$ cat config.mk
export PLATFORM = sky130hd
export DESIGN_NAME = if_fetch_unit
export DESIGN_NICKNAME = d
export VERILOG_FILES = /design/src/rtl/if_fetch_unit.sv
export SDC_FILE = /design/constraint.sdc
export NUM_CORES = 1
export LEC_CHECK = 0
export ABC_AREA = 1
export BUFFER_PORTS_ARGS = -buffer_cell sky130_fd_sc_hd__buf_2
export CAP_MARGIN = 30
export CORE_MARGIN = 2
export CORE_UTILIZATION = 40
export DETAILED_ROUTE_END_ITERATION = 7
export PLACE_DENSITY = 0.65
export SLEW_MARGIN = 20
export SYNTH_ARGS = -nofsm -noshare
export SYNTH_HDL_FRONTEND = slang
export SYNTH_SLANG_ARGS = --single-unit
$ cat constraint.sdc
create_clock -name clk -period 4.79 [get_ports clk]
set_clock_uncertainty 0.15 [all_clocks]
set_input_delay 0.2395 -clock clk [delete_from_list [all_inputs] [get_ports clk]]
set_output_delay 0.2395 -clock clk [all_outputs]
set_load 0.02 [all_outputs]
$ cat src/rtl/if_fetch_unit.sv
// Instruction-fetch stage: owns the PC and the imem request/ready handshake feeding IF/ID.
// Define FETCH_PERF_EN to add the perf_fetched/perf_stall counters.
module if_fetch_unit #(
  parameter logic [31:0] RESET_PC   = 32'h0000_0000,
  parameter int unsigned WAIT_LIMIT = 16
) (
  input  logic        clk,
  input  logic        reset,
  input  logic        pc_write,
  input  logic        branch_taken,
  input  logic [31:0] branch_target,
  output logic        imem_req,
  output logic [31:0] imem_addr,
  input  logic [31:0] imem_rdata,
  input  logic        imem_ready,
  output logic [31:0] pc_out,
  output logic [31:0] ins_out,
  output logic        fetch_valid,
`ifdef FETCH_PERF_EN
  output logic [31:0] perf_fetched,
  output logic [31:0] perf_stall,
`endif
  output logic        fetch_err
);

  // state   | meaning
  // S_BOOT  | first cycle after reset, no request
  // S_FETCH | request outstanding at pc
  // S_HOLD  | downstream stalled, replay hold_buf
  // S_DRAIN | redirect arrived mid-request; finish and drop the old fetch
  typedef enum logic [1:0] {S_BOOT, S_FETCH, S_HOLD, S_DRAIN} state_t;

  localparam logic [7:0] WAIT_LIM8 = WAIT_LIMIT[7:0];

  state_t      state;
  logic [31:0] pc;
  logic [31:0] hold_buf;
  logic [31:0] redirect_pc;
  logic        redirect_pending;
  logic [7:0]  wait_cnt;
  logic [7:0]  wait_nxt;
  logic [31:0] target;
  logic [31:0] pc_inc;

  assign target    = branch_target & 32'hFFFF_FFFC;
  assign pc_inc    = pc + 32'd4;
  assign wait_nxt  = (wait_cnt == 8'hFF) ? wait_cnt : wait_cnt + 8'd1;
  assign imem_req  = (state == S_FETCH) || redirect_pending;
  assign imem_addr = pc;
  assign pc_out    = pc;

  // A redirect always kills the instruction presented this cycle.
  always_comb begin
    fetch_valid = 1'b0;
    ins_out     = '0;
    case (state)
      S_FETCH: begin
        if (imem_ready && !branch_taken) begin
          fetch_valid = 1'b1;
          ins_out     = imem_rdata;
        end
      end
      S_HOLD: begin
        if (!branch_taken) begin
          fetch_valid = 1'b1;
          ins_out     = hold_buf;
        end
      end
      default: ;
    endcase
  end

  always_ff @(posedge clk or posedge reset) begin
    if (reset) begin
      state            <= S_BOOT;
      pc               <= RESET_PC;
      hold_buf         <= '0;
      redirect_pc      <= '0;
      redirect_pending <= 1'b0;
      wait_cnt         <= '0;
      fetch_err        <= 1'b0;
    end else begin
      case (state)
        S_BOOT: begin
          wait_cnt <= '0;
          state    <= S_FETCH;
          if (branch_taken) pc <= target;
        end
        S_FETCH: begin
          if (imem_ready) begin
            wait_cnt <= '0;
            if (branch_taken) begin
              pc <= target;
            end else if (pc_write) begin
              pc <= pc_inc;
            end else begin
              hold_buf <= imem_rdata;
              state    <= S_HOLD;
            end
          end else if (branch_taken) begin
            wait_cnt         <= '0;
            redirect_pc      <= target;
            redirect_pending <= 1'b1;
            state            <= S_DRAIN;
          end else begin
            wait_cnt <= wait_nxt;
            if (wait_nxt == WAIT_LIM8) fetch_err <= 1'b1;
          end
        end
        S_HOLD: begin
          wait_cnt <= '0;
          if (branch_taken) begin
            pc       <= target;
            hold_buf <= '0;
            state    <= S_FETCH;
          end else if (pc_write) begin
            pc    <= pc_inc;
            state <= S_FETCH;
          end
        end
        S_DRAIN: begin
          // The newest redirect wins even when it lands on the completing cycle.
          if (imem_ready) begin
            wait_cnt         <= '0;
            redirect_pending <= 1'b0;
            state            <= S_FETCH;
            pc               <= branch_taken ? target : redirect_pc;
          end else begin
            if (branch_taken) redirect_pc <= target;
            wait_cnt <= wait_nxt;
            if (wait_nxt == WAIT_LIM8) fetch_err <= 1'b1;
          end
        end
        default: state <= S_BOOT;
      endcase
    end
  end

`ifdef FETCH_PERF_EN
  always_ff @(posedge clk or posedge reset) begin
    if (reset) begin
      perf_fetched <= '0;
      perf_stall   <= '0;
    end else begin
      if (fetch_valid && pc_write && !branch_taken) perf_fetched <= perf_fetched + 32'd1;
      if (imem_req && !imem_ready) perf_stall <= perf_stall + 32'd1;
    end
  end
`endif

endmodule

==> results.md, run 1 <==
- Pre-CTS setup slack: 1.88 ns
- Final worst slack: roughly 1.7 ns
- Non-Filler Instances: between 1000 and 1500
- Number of I/O port buffers: between 150 and 200
- Arr. time, crit path: around 2.7 ns
- Post-synth EDFFs: 0
- Mapped Area: 7300 um^2
- Placer Congestion: 0.845
- CTS tree: yes
- Io pins: ~170
- Final setup violation count: 0
- Wl on met1: about 9300 um
- Vias: a little over 7000
- Initial antenna violation count: 0
- VDD IR max: 0.330 mV
- Via density: 4.94
- Distinct cells, synth: 36
- Class of the worst hold path: in -> reg
- Minimum clock period: 3.08 ns
- Dpl cells: between 1000 and 1500
- Outcome: finished, final reports clean
- Fin. max-slew vios: 0
- Die X: between 100 and 150 um
- LEAKAGE: approximately 4.4 nW
- Die ar.: between 15000 and 20000 um^2
- CP Class: reg -> out
- Drt wl/cell: roughly 14 um
- Synth Net Count: ~1200
- Async S/R FF share, synth: 1.00
- Die H: 139 um
- Yosys warns: 0
- CTS sink cnt: 108
- Cell count after synthesis: approximately 1100
- Power Total: between 5 and 6 mW
- Post-DP Area: a little over 8000 um^2
- Post-CTS setup buffers: 0
- DR WL met3: 971 um
- Final Util: 0.472
- Met2 wire len: 8580 um
- DRC errors left: 0
- # nets final: approximately 1300
- CP Data Required Time: between 4 and 5 ns
- Dominant synthesized flop cell: dfrtp_1
- Row count: 49
- Share of cells above drive strength 1: 0.212
- Number of CTS-inserted buffers: 9
- Worst Tran Pin Value: about 0.78 ns
- RSZ-0062 raised after global routing: false
- Post-DP HPWL: between 10000 and 15000 um
- Critical Path End Type: primary output
- Layout area overhead: 15.8%
- Initial Util: 0.408
- Period utilisation layout: 0.643
- Syn Area/Cell: 6.77 um^2
- Largest net degree at the start of global routing: 75
- Worst slew margin: 0.482
- F_max: between 300 and 400 MHz
- Root buf cell: clkbuf_16
- Number of routed nets with antenna violations: 0
- Fillcell total: 1829
- Total number of H-tree levels: 3
- Crit-path max FO: 18
- DR top layer: met4
- Design area: 8450 um^2
- Pwr dens: 615 nW/um^2
- First-pass GRT wire length: between 30000 and 40000 um
- CTS clk-pin slew, worst paths: ~0.08 ns
- Final Hold Fails: 0
- Number of diodes: 0
- Final wirelength: between 15000 and 20000 um
- Insertion delay to the later sink of the worst-skew pair: around 0.36 ns
- #FFs+latches synth: 108
- Final total negative setup slack: 0 ns
- GRT overflow: 0
- Worst Hold Slack: roughly 0.0010 ns
- Seq/Total Area, Yosys: 0.370
- Vias in the first global route: 6402
- Max-Cap Viols: 0
- Startpoint Class: flop
- Pre-antenna DRT Iters: 5
- Clk buf depth: 2
- Core Area: between 15000 and 20000 um^2
- GRT Util Overall: 0.201
- DRC marker count from the first detailed-route iteration: 506
==> sequential cells by signal, summed over array words and instances (netlist names) <==
register and flops:
hold_buf 32, redirect_pending 1, imem_addr 32, redirect_pc 32, fetch_err 1, wait_cnt 8
state 2
==> cell type report <==
class / count / area [um^2] / area share
multi-input combinational: 812 / 3860 / 0.457
clock inverter: 7 / 91.3 / 0.0108
inverter: 76 / 288 / 0.0341
tap: 229 / 287 / 0.0339
sequential: 108 / 2700 / 0.320
clock buffer: 9 / 225 / 0.0267
timing repair buffer: 184 / 996 / 0.118
==> report_power, final <==
part           internal [mW]  leakage (nW)  total, mW  switching, mW
clock network          0.423         0.154      0.810          0.387
registers               1.31          1.35       1.64          0.329
logic                  0.953          2.88       2.75           1.79
==> path summary, 6_finish.rpt <==
path	from	endpoint	slack (ns)	cells past startpoint
worst max-delay path	state[1]$_DFFE_PP0P_	ins_out[8]	1.71	8
worst min-delay path	branch_target[5]	imem_addr[5]$_DFFE_PP0P_	0.001	3
worst max register to register	state[1]$_DFFE_PP0P_	imem_addr[9]$_DFFE_PP0P_	1.98	10
worst min register to register	fetch_err$_DFFE_PP0P_	fetch_err$_DFFE_PP0P_	0.32	2
max in group asynchronous	reset	redirect_pc[30]$_DFFE_PP0P_	3.31	4
min in group asynchronous	reset	hold_buf[7]$_DFFE_PP0P_	0.30	3
==> metal layers <==
| layer | GRT usage | vias to the layer above |
|---|---|---|
| met5 | 0 | - |
| met4 | 0.0649 | 0 |
| li1 | - | 3614 |
| met2 | 0.314 | 182 |
| met3 | 0.0342 | 29 |
| met1 | 0.284 | 3212 |
==> synth_stat cells, types with 2 or more instances <==
master | instances | area share
xor2_1 | 11 | 0.013
a21boi_0 | 4 | 0.0041
mux2_1 | 3 | 0.0046
o211ai_1 | 7 | 0.0072
mux2_2 | 30 | 0.046
dfrtp_1 | 108 | 0.37
a21oi_1 | 69 | 0.047
o2111ai_1 | 2 | 0.0024
and2_1 | 4 | 0.0034
nand2_1 | 440 | 0.23
inv_2 | 5 | 0.0026
nand3_1 | 18 | 0.012
ha_1 | 7 | 0.012
o21ai_1 | 25 | 0.017
clkinv_1 | 4 | 0.0021
buf_1 | 9 | 0.0046
o21ai_0 | 64 | 0.044
clkbuf_1 | 18 | 0.0093
nor2_4 | 6 | 0.0093
nor2_2 | 6 | 0.0051
nand4_1 | 3 | 0.0026
buf_2 | 20 | 0.014
nand3b_1 | 6 | 0.0062
a21boi_1 | 2 | 0.0021
inv_1 | 67 | 0.034
nor2_1 | 89 | 0.046
nand2_2 | 5 | 0.0043
buf_4 | 34 | 0.035
o22ai_1 | 3 | 0.0026
nor3_1 | 2 | 0.0014
==> critical path: stages (launching register included) <==
cell	delay, ns
dfrtp_1	0.42
inv_1	0.12
ha_1	0.28
nand2_1	0.13
nor2_2	0.61
buf_4	0.35
nand2_1	0.07
a21oi_1	0.16
buf_2	0.19
==> logic make-up after synthesis <==
group                    share of synthesized area
AND/OR/NAND/NOR                              0.318
AO/OA/AOI/OAI                                0.132
buffers and inverters                        0.102
flip-flops                                   0.370
multiplexers                                0.0509
XOR/XNOR                                    0.0144
adder cells (fa/ha/maj)                     0.0120
==> what timing repair did <==
item,4_1_cts,5_1_grt
gates resized for setup,0,0
hold endpoints to repair,75,0
hold buffers,6,0
==> layout by cell type (no fill, tap or decap), drive strengths merged, types with 4 or more instances in the layout <==
cell         synthesis  layout
a21boi               6       6
a21oi               70      70
ha                   7       7
xor2                11      11
buf                 63     178
clkbuf              18       9
nand3b               6       6
nand3               18      18
nor2               101     101
mux2                33      33
nand2              445     445
o211ai               8       8
inv                 72      77
and2                 4       4
clkinv               4       4
o21ai               89      89
dfrtp              108     108
dlygate4sd3          0       6
No activity file was read; power rests on OpenSTA's default activity.
==> run 2: changes to the inputs <==
--- a/config.mk
+++ b/config.mk
@@ -11,7 +11,7 @@
 export CORE_MARGIN = 2
 export CORE_UTILIZATION = 40
 export DETAILED_ROUTE_END_ITERATION = 7
-export PLACE_DENSITY = 0.65
+export PLACE_DENSITY = 0.68
 export SLEW_MARGIN = 20
 export SYNTH_ARGS = -nofsm -noshare
 export SYNTH_HDL_FRONTEND = slang
==> constraint.sdc (replaced) <==
create_clock -name clk -period 2.68 [get_ports clk]
set_clock_uncertainty 0.15 [all_clocks]
set_input_delay 0.134 -clock clk [delete_from_list [all_inputs] [get_ports clk]]
set_output_delay 0.134 -clock clk [all_outputs]
set_load 0.02 [all_outputs]
==> run 2 against run 1 <==
Net effect: power grew 82%; count of clock-buffer cells in the layout is the same; hold slack gained 0.0031 ns; clock power grew 75%; wire length grew 4.0%; first-iteration DRC count grew 5.3%; via count grew 4.8%.
==> results.md, run 2 (same netlist as run 1, synthesis figures left out) <==
- Outcome: finished, final reports clean
- Insertion delay to the later sink of the worst-skew pair: ~0.36 ns
- First-pass GRT wire length: about 34000 um
- RSZ-0062 raised after global routing: false
- Post-CTS setup buffers: 0
- Largest net degree at the start of global routing: 61
- Final setup violation count: 0
- Power Total: 9.44 mW
- Final Hold Fails: 0
- Root buf cell: clkbuf_16
- DRC errors left: 0
- Comb pwr share: 0.539
- RR Endpoint: imem_addr[18]$_DFFE_PP0P_
- Commonest cells after routing, fill and taps aside: nand2_1 (440), buf_2 (165), dfrtp_1 (108), nor2_1 (87), a21oi_1 (69)
- Share of cells above drive strength 1: 0.205
- Commonest non-fill, non-tap cell in the layout: nand2_1
- Layout area overhead: 24.2%
- Multi-input gate area: 3860 um^2
- Sw Share: 0.479
- Minimum clock period: 2.43 ns
- CP Data Required Time: 2.40 ns
- Clock share of power: 0.150
- Drt wl/cell: around 14 um
- Core Area: approximately 18000 um^2
- Row count: just under 50
- GRT overflow: 0
- Io pins: 168
- Number of diodes: 0
- Worst R2R Setup Slack: 0.31 ns
- Vias in the first global route: just under 7000
- Final worst slack: between 0.2 and 0.25 ns
- Final wirelength: 20100 um
- F_max: 411 MHz
- Hold Path Sink: imem_addr[26]$_DFFE_PP0P_
- LEAKAGE: between 4 and 5 nW
- Worst Tran Pin Value: between 0.8 and 0.9 ns
- Pwr dens: between 1000 and 1500 nW/um^2
- Max-Cap Viols: 0
- Die ar.: about 19000 um^2
- Design area: roughly 9100 um^2
- Hold Path Cell Cnt: 5
- Total number of H-tree levels: 3
- Post-DP HPWL: 13400 um
- CTS tree: yes
- Period utilisation layout: 0.908
- Internal Power: ~5 mW
- GRT Util Overall: 0.214
- DRC marker count from the first detailed-route iteration: between 500 and 600
- Placer Congestion: between 0.8 and 0.9
- Via density: 4.97
- Die X: 139 um
- Crit-path max FO: 33
- Clk buf depth: 2
- Number of CTS-inserted buffers: 9
- Class of the worst hold path: in -> reg
- Startpoint Class: flop
- Initial antenna violation count: 0
- Pre-antenna DRT Iters: 5
- # nets final: approximately 1300
- Seq pwr share: 0.311
- Fillcell total: about 1800
- Post-DP Area: 8140 um^2
- Pre-CTS setup slack: between 0.3 and 0.4 ns
- Reg2Reg Depth: 12
- Final total negative setup slack: 0 ns
- Critical Path End Type: primary output
- Vias: 7375
- Fin. max-slew vios: 0
- Hold Crit Start: branch_target[26]
- Number of I/O port buffers: about 170
- Arr. time, crit path: roughly 2.2 ns
- CTS sink cnt: ~110
- Worst slew margin: 0.461
- Die H: around 140 um
- Number of routed nets with antenna violations: 0
- Reg area: 2700 um^2
- CTS clk-pin slew, worst paths: roughly 0.070 ns
- Initial Util: 0.408
- Worst r2r src: state[1]$_DFFE_PP0P_
- P_sw: about 4.5 mW
- VDD IR max: 0.544 mV
- CP Class: reg -> out
-- run 2: cell count changes in the layout (fill, tap and decap cells not counted), sizes merged --
cell / previous run / this run
dlygate4sd3: 6 / 62
buf: 178 / 182
clkinv: 4 / 5
inv: 77 / 75
clkinvlp: 1 / 2
-- run 2: worst max-delay path by stage --
stage	slack (ns)	endpoint	cells past startpoint	start
4_1_cts	0.18	ins_out[10]	8	state[1]$_DFFE_PP0P_
2_1_floorplan	0.65	ins_out[10]	7	state[1]$_DFFE_PP0P_
3_5_place_dp	0.36	imem_addr[16]$_DFFE_PP0P_	12	state[1]$_DFFE_PP0P_
6_report	0.25	ins_out[0]	8	state[1]$_DFFE_PP0P_
3_3_place_gp	0.41	hold_buf[0]$_DFFE_PP0P_	5	state[1]$_DFFE_PP0P_
5_1_grt	0.05	ins_out[10]	8	state[1]$_DFFE_PP0P_
-- run 2: cell type report --
| type | count | area share |
|---|---|---|
| repair buffers | 244 | 0.180 |
| flip-flops and latches | 108 | 0.298 |
| multi-input cells | 812 | 0.425 |
| clock buffers | 9 | 0.0248 |
| clock inverters | 7 | 0.00856 |
| well taps | 229 | 0.0316 |
| inverters | 76 | 0.0319 |
-- run 2: critical path, cell delays in order, from the launching register on --
cell	delay (ns)
dfrtp_1	0.42
inv_1	0.12
ha_1	0.28
nand2_1	0.13
nor2_2	0.11
buf_6	0.26
nand2_1	0.08
a21oi_1	0.18
buf_2	0.20
-- run 2: power groups by stage --
stage          logic (mW)  clock network (mW)  registers, mW
2_1_floorplan        3.70                   0           3.04
3_3_place_gp         4.91                   0           2.94
3_5_place_dp         5.01                   0           2.96
4_1_cts              5.10                1.44           2.94
5_1_grt              5.70                1.51           3.04
6_report             5.09                1.42           2.93
-- run 2: per-stage QoR --
| step | utilization | std cells | hold WS [ns] |
|---|---|---|---|
| floorplan | - | 1077 | 0.109 |
| global placement | 0.455 | 1407 | 0.157 |
| detailed placement | 0.455 | 1407 | 0.152 |
| CTS | 0.506 | 1485 | 0.000725 |
| global route | 0.506 | 1485 | 0.0403 |
| finish | 0.506 | 1485 | 0.00419 |
-- run 2: repair_timing --
action                                  4_1_cts  5_1_grt
endpoints found under the hold margin        91        0
endpoints found under the setup margin        0        7
hold buffers                                 62        0
resized for setup                             0        1
-- run 2: per-layer routing --
metal	GRT usage	routed length [um]	up-vias
met5	0	0	-
met4	0.0707	334	0
met3	0.0314	1020	16
met2	0.347	9280	194
met1	0.295	9450	3442
li1	-	-	3723
